[config.mk]
export PLATFORM = sky130hd
export DESIGN_NAME = vga_fb_reader_flat
export DESIGN_NICKNAME = d
export VERILOG_FILES = /design/src/rtl/video_pkg.sv /design/src/rtl/vga_fb_reader_if.sv /design/src/rtl/vga_timing_gen.sv /design/src/rtl/vga_fb_reader.sv /design/src/flat_wrapper.sv
export SDC_FILE = /design/constraint.sdc
export NUM_CORES = 1
export LEC_CHECK = 0
export ABC_AREA = 1
export BUFFER_PORTS_ARGS = -buffer_cell sky130_fd_sc_hd__buf_2
export CAP_MARGIN = 15
export CELL_PAD_IN_SITES_DETAIL_PLACEMENT = 1
export CELL_PAD_IN_SITES_GLOBAL_PLACEMENT = 1
export CORE_MARGIN = 2
export CORE_UTILIZATION = 40
export CTS_BUF_LIST = sky130_fd_sc_hd__clkbuf_4 sky130_fd_sc_hd__clkbuf_8 sky130_fd_sc_hd__clkbuf_16
export CTS_CLUSTER_DIAMETER = 30
export DETAILED_ROUTE_END_ITERATION = 16
export PLACE_DENSITY_LB_ADDON = 0.1
export SLEW_MARGIN = 5
export SYNTH_ARGS = -nofsm -noshare
export SYNTH_HDL_FRONTEND = slang
export SYNTH_HIERARCHICAL = 1
export SYNTH_SLANG_ARGS = --single-unit
[constraint.sdc]
create_clock -name clk -period 4.9 [get_ports clk]
set_clock_uncertainty 0.1 [all_clocks]
set_input_delay 0.245 -clock clk [delete_from_list [all_inputs] [get_ports clk]]
set_output_delay 0.245 -clock clk [all_outputs]
set_load 0.02 [all_outputs]
[src/rtl/video_pkg.sv]
// Shared video geometry for the scan-out path and the upscaler.
// Timing constants, frame buffer shape and pipeline flag bundle.
package video_pkg;

  localparam int H_ACTIVE = 640;
  localparam int H_FP     = 16;
  localparam int H_SYNC   = 96;
  localparam int H_BP     = 48;
  localparam int H_TOTAL  = H_ACTIVE + H_FP + H_SYNC + H_BP;

  localparam int V_ACTIVE = 480;
  localparam int V_FP     = 10;
  localparam int V_SYNC   = 2;
  localparam int V_BP     = 33;
  localparam int V_TOTAL  = V_ACTIVE + V_FP + V_SYNC + V_BP;

  localparam int FB_WIDTH  = 640;
  localparam int FB_HEIGHT = 480;
  localparam int FB_ADDR_W = 19;
  localparam int FB_PIXELS = FB_WIDTH * FB_HEIGHT;

  localparam int CNT_W = 10;

  typedef struct packed {
    logic active;
    logic hs;
    logic vs;
    logic fs;
  } vid_flags_t;

  localparam vid_flags_t FLAGS_IDLE = '{
    active: 1'b0,
    hs:     1'b1,
    vs:     1'b1,
    fs:     1'b0
  };

endpackage

[src/rtl/vga_fb_reader_if.sv]
// Frame buffer read port: address/strobe out, registered data back.
// The RAM side returns data one clock after the address.
interface vga_fb_reader_if #(
  parameter int ADDR_W = 19
);

  logic [ADDR_W-1:0] fb_rd_addr;
  logic              fb_rd_en;
  logic [7:0]        fb_rd_data;

  modport master (
    output fb_rd_addr,
    output fb_rd_en,
    input  fb_rd_data
  );

  modport slave (
    input  fb_rd_addr,
    input  fb_rd_en,
    output fb_rd_data
  );

endinterface

[src/rtl/vga_timing_gen.sv]
// Horizontal/vertical raster counters and stage-0 video flags.
// Dropping enable parks both counters at the origin.
module vga_timing_gen #(
  parameter int H_ACTIVE = video_pkg::H_ACTIVE,
  parameter int H_FP     = video_pkg::H_FP,
  parameter int H_SYNC   = video_pkg::H_SYNC,
  parameter int H_BP     = video_pkg::H_BP,
  parameter int V_ACTIVE = video_pkg::V_ACTIVE,
  parameter int V_FP     = video_pkg::V_FP,
  parameter int V_SYNC   = video_pkg::V_SYNC,
  parameter int V_BP     = video_pkg::V_BP
) (
  input  logic                       clk,
  input  logic                       reset,
  input  logic                       i_enable,
  output logic [video_pkg::CNT_W-1:0] o_h_cnt,
  output logic [video_pkg::CNT_W-1:0] o_v_cnt,
  output logic                       o_active,
  output logic                       o_hs,
  output logic                       o_vs
);

  import video_pkg::*;

  localparam int HT = H_ACTIVE + H_FP + H_SYNC + H_BP;
  localparam int VT = V_ACTIVE + V_FP + V_SYNC + V_BP;

  localparam logic [CNT_W-1:0] L_ONE    = CNT_W'(1);
  localparam logic [CNT_W-1:0] L_H_LAST = CNT_W'(HT - 1);
  localparam logic [CNT_W-1:0] L_V_LAST = CNT_W'(VT - 1);
  localparam logic [CNT_W-1:0] L_HA     = CNT_W'(H_ACTIVE);
  localparam logic [CNT_W-1:0] L_VA     = CNT_W'(V_ACTIVE);
  localparam logic [CNT_W-1:0] L_HS_B   = CNT_W'(H_ACTIVE + H_FP);
  localparam logic [CNT_W-1:0] L_HS_E   = CNT_W'(H_ACTIVE + H_FP + H_SYNC - 1);
  localparam logic [CNT_W-1:0] L_VS_B   = CNT_W'(V_ACTIVE + V_FP);
  localparam logic [CNT_W-1:0] L_VS_E   = CNT_W'(V_ACTIVE + V_FP + V_SYNC - 1);

  logic [CNT_W-1:0] r_h_cnt;
  logic [CNT_W-1:0] r_v_cnt;
  logic             w_h_wrap;
  logic             w_v_wrap;
  logic             w_in_hs;
  logic             w_in_vs;

  assign w_h_wrap = (r_h_cnt == L_H_LAST);
  assign w_v_wrap = (r_v_cnt == L_V_LAST);

  always_ff @(posedge clk or negedge reset) begin
    if (!reset) begin
      r_h_cnt <= '0;
      r_v_cnt <= '0;
    end else if (!i_enable) begin
      r_h_cnt <= '0;
      r_v_cnt <= '0;
    end else begin
      r_h_cnt <= w_h_wrap ? '0 : r_h_cnt + L_ONE;
      if (w_h_wrap) begin
        r_v_cnt <= w_v_wrap ? '0 : r_v_cnt + L_ONE;
      end
    end
  end

  assign w_in_hs = (r_h_cnt >= L_HS_B) && (r_h_cnt <= L_HS_E);
  assign w_in_vs = (r_v_cnt >= L_VS_B) && (r_v_cnt <= L_VS_E);

  // Flags are gated so a disabled scan reads as blank immediately.
  assign o_active = i_enable && (r_h_cnt < L_HA) && (r_v_cnt < L_VA);
  assign o_hs     = !(i_enable && w_in_hs);
  assign o_vs     = !(i_enable && w_in_vs);
  assign o_h_cnt  = r_h_cnt;
  assign o_v_cnt  = r_v_cnt;

endmodule

[src/rtl/vga_fb_reader.sv]
// Frame buffer scan-out: raster timing, sequential read addresses
// and a two-stage pipeline aligning RAM data with sync and DE.
module vga_fb_reader #(
  parameter int H_ACTIVE = video_pkg::H_ACTIVE,
  parameter int H_FP     = video_pkg::H_FP,
  parameter int H_SYNC   = video_pkg::H_SYNC,
  parameter int H_BP     = video_pkg::H_BP,
  parameter int V_ACTIVE = video_pkg::V_ACTIVE,
  parameter int V_FP     = video_pkg::V_FP,
  parameter int V_SYNC   = video_pkg::V_SYNC,
  parameter int V_BP     = video_pkg::V_BP,
  parameter int ADDR_W   = video_pkg::FB_ADDR_W
) (
  input  logic                   clk,
  input  logic                   reset,
  input  logic                   enable,
  vga_fb_reader_if.master        fb,
  output logic [7:0]             vga_pixel,
  output logic                   vga_hsync,
  output logic                   vga_vsync,
  output logic                   vga_de,
  output logic                   frame_start,
  output logic                   in_vblank
);

  import video_pkg::*;

  localparam int PIXELS = H_ACTIVE * V_ACTIVE;

  localparam logic [ADDR_W-1:0] L_ADDR_ONE  = ADDR_W'(1);
  localparam logic [ADDR_W-1:0] L_ADDR_LAST = ADDR_W'(PIXELS - 1);
  localparam logic [CNT_W-1:0]  L_VA        = CNT_W'(V_ACTIVE);

  logic [CNT_W-1:0]  w_h_cnt;
  logic [CNT_W-1:0]  w_v_cnt;
  logic              w_active;
  logic              w_hs;
  logic              w_vs;
  logic              w_origin;
  logic [ADDR_W-1:0] w_addr_cur;
  vid_flags_t        w_s0;

  logic [ADDR_W-1:0] r_addr_cnt;
  logic [ADDR_W-1:0] r_rd_addr;
  vid_flags_t        r_s1;
  vid_flags_t        r_s2;
  logic              r_vblank;

  vga_timing_gen #(
    .H_ACTIVE (H_ACTIVE),
    .H_FP     (H_FP),
    .H_SYNC   (H_SYNC),
    .H_BP     (H_BP),
    .V_ACTIVE (V_ACTIVE),
    .V_FP     (V_FP),
    .V_SYNC   (V_SYNC),
    .V_BP     (V_BP)
  ) u_timing (
    .clk      (clk),
    .reset    (reset),
    .i_enable (enable),
    .o_h_cnt  (w_h_cnt),
    .o_v_cnt  (w_v_cnt),
    .o_active (w_active),
    .o_hs     (w_hs),
    .o_vs     (w_vs)
  );

  assign w_origin = (w_h_cnt == '0) && (w_v_cnt == '0);

  // The origin always maps to address 0, so no stale frame state survives.
  assign w_addr_cur = w_origin ? '0 : r_addr_cnt;

  always_comb begin
    w_s0        = FLAGS_IDLE;
    w_s0.active = w_active;
    w_s0.hs     = w_hs;
    w_s0.vs     = w_vs;
    w_s0.fs     = w_origin && enable;
  end

  always_ff @(posedge clk or negedge reset) begin
    if (!reset) begin
      r_addr_cnt <= '0;
      r_rd_addr  <= '0;
      r_s1       <= FLAGS_IDLE;
      r_s2       <= FLAGS_IDLE;
      r_vblank   <= 1'b0;
    end else begin
      r_rd_addr <= w_addr_cur;
      r_s1      <= w_s0;
      r_s2      <= r_s1;
      r_vblank  <= (w_v_cnt >= L_VA);
      if (!enable) begin
        r_addr_cnt <= '0;
      end else if (w_active) begin
        r_addr_cnt <= (w_addr_cur == L_ADDR_LAST) ? '0
                    : w_addr_cur + L_ADDR_ONE;
      end else begin
        r_addr_cnt <= w_addr_cur;
      end
    end
  end

  assign fb.fb_rd_addr = r_rd_addr;
  assign fb.fb_rd_en   = r_s1.active;

  // RAM data lands in the same cycle as the stage-2 flags.
  assign vga_pixel   = r_s2.active ? fb.fb_rd_data : 8'd0;
  assign vga_de      = r_s2.active;
  assign vga_hsync   = r_s2.hs;
  assign vga_vsync   = r_s2.vs;
  assign frame_start = r_s2.fs;
  assign in_vblank   = r_vblank;

endmodule
[src/flat_wrapper.sv]
// flat-port wrapper written by rule: the top's interface ports become plain ports
module vga_fb_reader_flat import video_pkg::*;
#(
  parameter int H_ACTIVE = video_pkg::H_ACTIVE,
  parameter int H_FP     = video_pkg::H_FP,
  parameter int H_SYNC   = video_pkg::H_SYNC,
  parameter int H_BP     = video_pkg::H_BP,
  parameter int V_ACTIVE = video_pkg::V_ACTIVE,
  parameter int V_FP     = video_pkg::V_FP,
  parameter int V_SYNC   = video_pkg::V_SYNC,
  parameter int V_BP     = video_pkg::V_BP,
  parameter int ADDR_W   = video_pkg::FB_ADDR_W
)
  (clk, reset, enable, vga_pixel, vga_hsync, vga_vsync, vga_de, frame_start, in_vblank, fb_fb_rd_addr, fb_fb_rd_en, fb_fb_rd_data);
  vga_fb_reader_if #(.ADDR_W(ADDR_W)) fb_i ();
  input  logic clk;
  input  logic reset;
  input  logic enable;
  output logic [7:0] vga_pixel;
  output logic vga_hsync;
  output logic vga_vsync;
  output logic vga_de;
  output logic frame_start;
  output logic in_vblank;
  output wire logic [$bits(fb_i.fb_rd_addr)-1:0] fb_fb_rd_addr;
  output wire logic [$bits(fb_i.fb_rd_en)-1:0] fb_fb_rd_en;
  input wire logic [$bits(fb_i.fb_rd_data)-1:0] fb_fb_rd_data;
  assign fb_fb_rd_addr = fb_i.fb_rd_addr;
  assign fb_fb_rd_en = fb_i.fb_rd_en;
  assign fb_i.fb_rd_data = fb_fb_rd_data;
  vga_fb_reader #(.H_ACTIVE(H_ACTIVE), .H_FP(H_FP), .H_SYNC(H_SYNC), .H_BP(H_BP), .V_ACTIVE(V_ACTIVE), .V_FP(V_FP), .V_SYNC(V_SYNC), .V_BP(V_BP), .ADDR_W(ADDR_W)) u_core (.clk(clk), .reset(reset), .enable(enable), .fb(fb_i), .vga_pixel(vga_pixel), .vga_hsync(vga_hsync), .vga_vsync(vga_vsync), .vga_de(vga_de), .frame_start(frame_start), .in_vblank(in_vblank));
endmodule
==> metrics.txt, run 1 <==
status=finished with violations; failing checks=hold timing; largest net degree at the start of global routing=between 60 and 70; GR Util met1=a little over a quarter; GR Util met3=approximately 3.7%; crit path capture type=flop; Int Pwr=929 uW; antenna-violating nets left=0; Final Setup Violations=0; Detailed Route WL=8760 um; gpl congestion=0.783; actual slew at the worst max-slew pin=0.863 ns; grt total ovfl=0; vias in the first global route=3087; Core Rows=34; core area=8640 um^2; drt pass-1 iters=4; clk buf depth=2; Clock Sinks=67; chip height=between 90 and 100 um; CTS Hold Bufs=0; Pins Over Slew Limit=0; Final TNS setup=0 ns; Tmin final=roughly 3 ns; CTS resizes=0; first-pass GRT wire length=15100 um; max-cap violations=0; chip width=97.8 um; detailed placement HPWL=6190 um; dpl ws=1.69 ns; top area cells in the synthesized netlist=dfrtp_1, nand2_1, nor2_1; design area=4060 um^2; ratio of cells with drive above 1 in the final layout=approximately 18%; H-tree levels=3; fin crit share=between 60% and 70%; placed cell areas=3800 um^2; Mapped Avg Cell Area=7.75 um^2; syn_nets=471; Setup Buffers After CTS=0; Area Overhead vs Synth=15.3%; RSZ-0062 raised after global routing=false; clock group share of total power=47.7%; Max FO, Critical Path=32; Leakage=approximately 2.2 nW; antenna violations before repair=0; hold slack=-0.0277 ns; CTS tree=built; Synth warnings=6; sw power=about 280 uW; Yosys top cell area share=44.8%; clk slew on worst S/H paths=0.08 ns; Synth Register Bits=67; fraction of registers with async set or reset after synthesis=100%; total power after layout=1.21 mW; power per cell area=299 nW/um^2; clk_lat worst skew=0.35 ns; Port Buf Inserts=43; Slew HR=42.5%; Sequential Power Share=46.5%; Via density=4.95; routed vias=between 3000 and 4000; Placed Cells=596; CTS buffer count=9; ys flop type=dfrtp_1; Fmax achieved=333 MHz; total track usage=19.8%; die area=9560 um^2; Comb pwr share=5.8%; count leader, synth=nand2_1; Avg WL per Cell=14.3 um; Cell variety after synth=30; Hold Path Class=in -> async; Final Hold Fails=26; CP Launch Type=flop; Initial Utilization=40.7%; drc violations=0; Max VDD drop=a little under 0.2 mV; Final WS setup=~1.9 ns; most congested layer reported by global routing=met2; Sw Ratio=23.3%; CTS Root Cell=clkbuf_8; Final Util=a little under half; DR iter-0 viols=146; Post-synth EDFFs=0; Finished Layout Cells=between 600 and 700; diode count=0; Final #Nets=517; met2 usage=between 30% and 40%; Synth top cells by count=nand2_1, nor2_1, inv_1, dfrtp_1, nand3_1; Mapped Area=3520 um^2; post-synthesis sequential area ratio=between 40% and 50%; Yosys top cell by area=dfrtp_1; CP Data Arrival Time=3.14 ns; I/O pins=44; Syn Inst Count=454; Setup CP Type=reg -> reg; CP Data Required Time=between 5 and 6 ns
[placed cells by master, fill, tap and decap left out, drive strengths merged]
cell type,synthesis,routed
xor2,7,7
buf,7,45
nand2,121,121
clkinv,1,2
clkinvlp,0,1
nand3b,2,2
dfrtp,63,63
a211oi,2,2
nor3,10,10
clkbuf,3,10
inv,71,72
dfstp,4,4
nand3,46,46
bufinv,0,3
nor3b,1,1
o21ai,10,10
ha,6,6
a21oi,3,3
nor2,83,83
nand4,11,11
nor4,1,1
a41o,1,1
and2,1,1
[sequential cells by signal, indices dropped and copies added, names as in the netlist]
register                 flops
u_core/r_s1                  3
u_core/vga_de                1
u_core/in_vblank             1
u_core/vga_hsync             1
u_core/frame_start           1
u_core/r_addr_cnt           19
u_core/u_timing/o_v_cnt     10
u_core/fb.fb_rd_addr        19
u_core/fb.fb_rd_en           1
u_core/u_timing/o_h_cnt     10
u_core/vga_vsync             1
[critical path, stage by stage (launching register included)]
cell and delay [ns]:
dfrtp_1 0.58, nor2_1 0.08, nand2_1 0.07, nor2_1 0.05, nand3_2 0.48, nand2_1 0.10
inv_1 0.14, ha_1 0.21, nand3_1 0.12, inv_1 0.07, nand4_1 0.17, nor3_1 0.37
nand3_2 0.14, nand2_4 0.16, nor2_1 0.06
[final cells by class]
type                            count  area [um^2]
Fill cell                        1085         4580
Clock buffer                       10          138
Clock inverter                      6          111
Sequential cell                    67         1680
Inverter                           72          270
Multi-Input combinational cell    305         1490
Tap cell                          108          135
Timing Repair Buffer               45          230
[cells by family (layout without fill, tap and decap cells)]
| logic type | Yosys count | after routing | share of synthesized area, % |
|---|---|---|---|
| AO/OA/AOI/OAI | 16 | 16 | 2.56 |
| XOR/XNOR | 7 | 7 | 1.74 |
| adder cells (fa/ha/maj) | 6 | 6 | 2.13 |
| buffers and inverters | 82 | 133 | 10.0 |
| flip-flops | 67 | 67 | 47.8 |
| AND/OR/NAND/NOR | 276 | 276 | 35.7 |
[power by group through the flow]
stage | logic (mW) | registers, mW | clock network [mW]
after CTS | 0.0717 | 0.563 | 0.598
after floorplan | 0.0440 | 0.576 | 0
after global routing | 0.0802 | 0.564 | 0.623
final | 0.0702 | 0.563 | 0.579
after global placement | 0.0700 | 0.574 | 0
after detailed placement | 0.0710 | 0.574 | 0
[per-layer routing]
layer | vias up | share of wire [%]
met5 | - | 0
met4 | 0 | 1.0
met3 | 9 | 3.7
met2 | 51 | 47
met1 | 1481 | 49
li1 | 1493 | -
[path summary, 6_finish.rpt]
| kind | start | end | slack (ns) | depth (start not counted) |
|---|---|---|---|---|
| setup / recovery | u_core/u_timing/o_v_cnt[5]$_DFFE_PN0P_ | u_core/r_addr_cnt[3]$_DFF_PN0_ | 1.90 | 14 |
| setup reg to reg | u_core/u_timing/o_v_cnt[5]$_DFFE_PN0P_ | u_core/r_addr_cnt[3]$_DFF_PN0_ | 1.90 | 14 |
| hold reg to reg | u_core/r_s1[1]$_DFF_PN1_ | u_core/vga_vsync$_DFF_PN1_ | 0.26 | 0 |
| min in group clk | u_core/r_s1[1]$_DFF_PN1_ | u_core/vga_vsync$_DFF_PN1_ | 0.26 | 0 |
| hold / removal | reset | u_core/u_timing/o_v_cnt[2]$_DFFE_PN0P_ | -0.03 | 2 |
| max in group asynchronous | reset | u_core/r_addr_cnt[5]$_DFF_PN0_ | 4.15 | 2 |
Power figures use the tool's default switching activity.
==> inputs of run 2 (changes only) <==
--- a/config.mk
+++ b/config.mk
@@ -5,7 +5,7 @@
 export SDC_FILE = /design/constraint.sdc
 export NUM_CORES = 1
 export LEC_CHECK = 0
-export ABC_AREA = 1
+export ABC_AREA = 0
 export BUFFER_PORTS_ARGS = -buffer_cell sky130_fd_sc_hd__buf_2
 export CAP_MARGIN = 15
 export CELL_PAD_IN_SITES_DETAIL_PLACEMENT = 1
==> constraint.sdc (replaced) <==
create_clock -name clk -period 2.5 [get_ports clk]
set_clock_uncertainty 0.1 [all_clocks]
set_input_delay 0.125 -clock clk [delete_from_list [all_inputs] [get_ports clk]]
set_output_delay 0.125 -clock clk [all_outputs]
set_load 0.02 [all_outputs]
==> run 2 against run 1 <==
Against the previous run:
- the run now ends clean
- worst hold slack better by 0.13 ns
- first-iteration DRC count is 45% lower
- clock power is 41% higher
==> metrics.txt, run 2 <==
Synth top cells by count=dfrtp_1, nor2_1, nand3_1, xor2_1 (was nand2_1, nor2_1, inv_1, dfrtp_1, nand3_1); core area=7730 um^2 (was 8640 um^2); CP Data Required Time=2.66 ns (was 5.03 ns); crit path launch=u_core/u_timing/o_v_cnt[5]$_DFFE_PN0P_ (unchanged); CP Data Arrival Time=2.47 ns (was 3.14 ns); routed vias=2455 (was 3034); total track usage=18.3% (was 19.8%); CTS Root Cell=clkbuf_8 (unchanged); I/O pins=44 (unchanged); Max VDD drop=0.316 mV (was 0.198 mV); Yosys top cell by area=dfrtp_1 (unchanged); Sequential Power Share=52.4% (was 46.5%); Slew HR=74.6% (was 42.5%); Finished Layout Cells=469 (was 613); gpl congestion=0.842 (was 0.783); ratio of cells with drive above 1 in the final layout=28.6% (was 18.4%); DR iter-0 viols=80 (was 146); Max FO, Critical Path=8 (was 32); H-tree levels=3 (unchanged); max-cap violations=0 (unchanged); drt pass-1 iters=4 (unchanged); Cell variety after synth=57 (was 30); Synth warnings=6 (unchanged); Detailed Route WL=7390 um (was 8760 um); chip height=93.2 um (was 97.8 um); CTS tree=built (unchanged); Final #Nets=379 (was 517); Sw Ratio=25.0% (was 23.3%); status=finished clean (was finished with violations); Syn Inst Count=298 (was 454); count leader, synth=dfrtp_1 (was nand2_1); vias in the first global route=2399 (was 3087); fraction of registers with async set or reset after synthesis=100% (unchanged); Initial Utilization=41.2% (was 40.7%); dpl ws=-0.0293 ns (was 1.69 ns); Leakage=1.87 nW (was 2.20 nW); Mapped Area=3180 um^2 (was 3520 um^2); Pins Over Slew Limit=0 (unchanged); Hold Path Class=in -> reg (was in -> async); Setup CP Type=reg -> reg (unchanged); Final Hold Fails=0 (was 26); Area Overhead vs Synth=21.0% (was 15.3%); chip width=93.2 um (was 97.8 um); detailed placement HPWL=5110 um (was 6190 um); post-synthesis sequential area ratio=52.8% (was 47.8%); area of the multi-input gates=1450 um^2 (was 1490 um^2); Final TNS setup=0 ns (unchanged); commonest non-fill, non-tap cell in the layout=dfrtp_1 (was nand2_1); drc violations=0 (unchanged); hold_sp=enable; Port Buf Inserts=43 (unchanged); clock group share of total power=38.4% (was 47.7%); Core Rows=32 (was 34); Final WS setup=0.190 ns (was 1.90 ns); Tmin final=2.31 ns (was 3.00 ns); first-pass GRT wire length=12300 um (was 15100 um); clk buf depth=2 (unchanged); ys flop type=dfrtp_1 (unchanged); Synth Register Bits=67 (unchanged); power per cell area=552 nW/um^2 (was 299 nW/um^2); antenna violations before repair=0 (unchanged); syn_nets=315 (was 471); actual slew at the worst max-slew pin=0.378 ns (was 0.863 ns); Post-synth EDFFs=0 (unchanged); reg2reg start=u_core/u_timing/o_v_cnt[5]$_DFFE_PN0P_ (unchanged); Fmax achieved=433 MHz (was 333 MHz); FILL cells=880 (was 1085); largest net degree at the start of global routing=68 (unchanged); CP cell instances=nor4_2 > buf_4 > nand3_1 > nor2_2 > and2b_1 > ha_1 > and2_2 > nand3_4 > nand3b_4 > nor2_1 (was nor2_1 > nand2_1 > nor2_1 > nand3_2 > nand2_1 > inv_1 > ha_1 > nand3_1 > inv_1 > nand4_1 > nor3_1 > nand3_2 > nand2_4 > nor2_1); Final Setup Violations=0 (unchanged); Critical Path Slowest Stage Cell=dfrtp_1 (unchanged); Via density=5.23 (was 4.95); clk_lat worst skew=0.34 ns (was 0.35 ns); Placed Cells=451 (was 596); grt total ovfl=0 (unchanged); CTS buffer count=9 (unchanged); fin crit share=92.4% (was 61.3%); top area cells in the synthesized netlist=dfrtp_1, xor2_1, nor2_1 (was dfrtp_1, nand2_1, nor2_1); antenna-violating nets left=0 (unchanged); RSZ-0062 raised after global routing=false (unchanged); Avg WL per Cell=15.8 um (was 14.3 um); Final Util=49.8% (was 47.0%); Clock Sinks=67 (unchanged); diode count=0 (unchanged); Reg area=1680 um^2 (unchanged); Int Pwr=1.59 mW (was 929 uW); clk slew on worst S/H paths=0.07 ns (was 0.08 ns); Comb pwr share=9.2% (was 5.8%); Yosys top cell area share=49.5% (was 44.8%); die area=8690 um^2 (was 9560 um^2); crit path capture type=flop (unchanged); commonest non-fill, non-tap cells in the layout=dfrtp_1, buf_2, nor2_1 (was nand2_1, nor2_1, inv_1); CP Launch Type=flop (unchanged); max incr delay on CP=0.40 ns (was 0.58 ns); Mapped Avg Cell Area=10.7 um^2 (was 7.75 um^2); sw power=531 uW (was 283 uW)
[run 2: cell count changes after synthesis, moves of 7 or more]
cell	change
nand2_1	-101
inv_1	-58
nor2_1	-43
nand3_1	-15
and2_1	+14
and2b_1	+9
xor2_1	+9
xnor2_1	+8
nand3_2	-7
nor2b_1	+7
[run 2: final cells by class]
cell class	count	share of cell area, %
timing repair buffer	63	9.88
clock buffer	13	4.16
tap	102	3.31
inverter	10	0.975
sequential	67	43.7
clock inverter	3	0.455
multi-input combinational	211	37.5
[run 2: cell families after synthesis]
| kind of cell | count (synthesis) | synth area share [%] |
|---|---|---|
| compound gates | 29 | 6.80 |
| simple gates | 150 | 27.8 |
| flops | 67 | 52.8 |
| xor+xnor | 24 | 6.60 |
| fa+ha+maj | 6 | 2.36 |
| buf+inv | 21 | 3.26 |
| mux | 1 | 0.314 |
[run 2: path summary, 6_finish.rpt]
| kind | endpoint | slack, ns | depth (start not counted) |
|---|---|---|---|
| setup reg to reg | u_core/r_addr_cnt[8]$_DFF_PN0_ | 0.19 | 10 |
| max in group asynchronous | u_core/vga_vsync$_DFF_PN1_ | 1.75 | 3 |
| setup / recovery | u_core/r_addr_cnt[8]$_DFF_PN0_ | 0.19 | 10 |
| hold / removal | u_core/u_timing/o_h_cnt[2]$_DFF_PN0_ | 0.11 | 4 |
| hold reg to reg | u_core/frame_start$_DFF_PN0_ | 0.25 | 0 |
| min in group asynchronous | u_core/u_timing/o_h_cnt[9]$_DFF_PN0_ | 0.23 | 3 |
[run 2: critical path: cells and delay by family, from the launching register on]
| kind | cells | cell delay, ns |
|---|---|---|
| simple gates | 8 | 1.39 |
| flops | 1 | 0.40 |
| fa+ha+maj | 1 | 0.19 |
| buf+inv | 1 | 0.14 |
[run 2: what timing repair did]
action / 4_1_cts / 5_1_grt
gates cloned: 1 / 0
pin swaps: 1 / 1
hold buffers: 1 / 0
endpoints found under the setup margin: 16 / 17
buffers inserted: 0 / 0
endpoints found under the hold margin: 63 / 0
resized for setup: 1 / 6
[run 2: stage by stage]
step	total power [mW]	instance area (um^2)	hold slack [ns]
detailed placement	1.33	3610	0.0768
floorplan	1.24	3180	-0.271
global route	2.23	3850	0.102
CTS	2.15	3810	0.0879
global placement	1.32	3610	0.0756
finish	2.12	3850	0.106
[run 2: power groups by stage]
| stage | clock network, mW | logic (mW) | registers, mW |
|---|---|---|---|
| 6_report | 0.815 | 0.195 | 1.11 |
| 5_1_grt | 0.896 | 0.216 | 1.12 |
| 4_1_cts | 0.842 | 0.197 | 1.11 |
| 3_5_place_dp | 0 | 0.192 | 1.13 |
| 3_3_place_gp | 0 | 0.189 | 1.13 |
| 2_1_floorplan | 0 | 0.0936 | 1.14 |
[run 2: metal layers]
metal / global-route usage, % / share of wire (%) / up-vias
met5: 0 / 0 / -
met4: 6.25 / 1.3 / 0
met3: 4.67 / 3.7 / 8
met2: 27.2 / 44 / 55
met1: 26.1 / 51 / 1211
li1: - / - / 1181
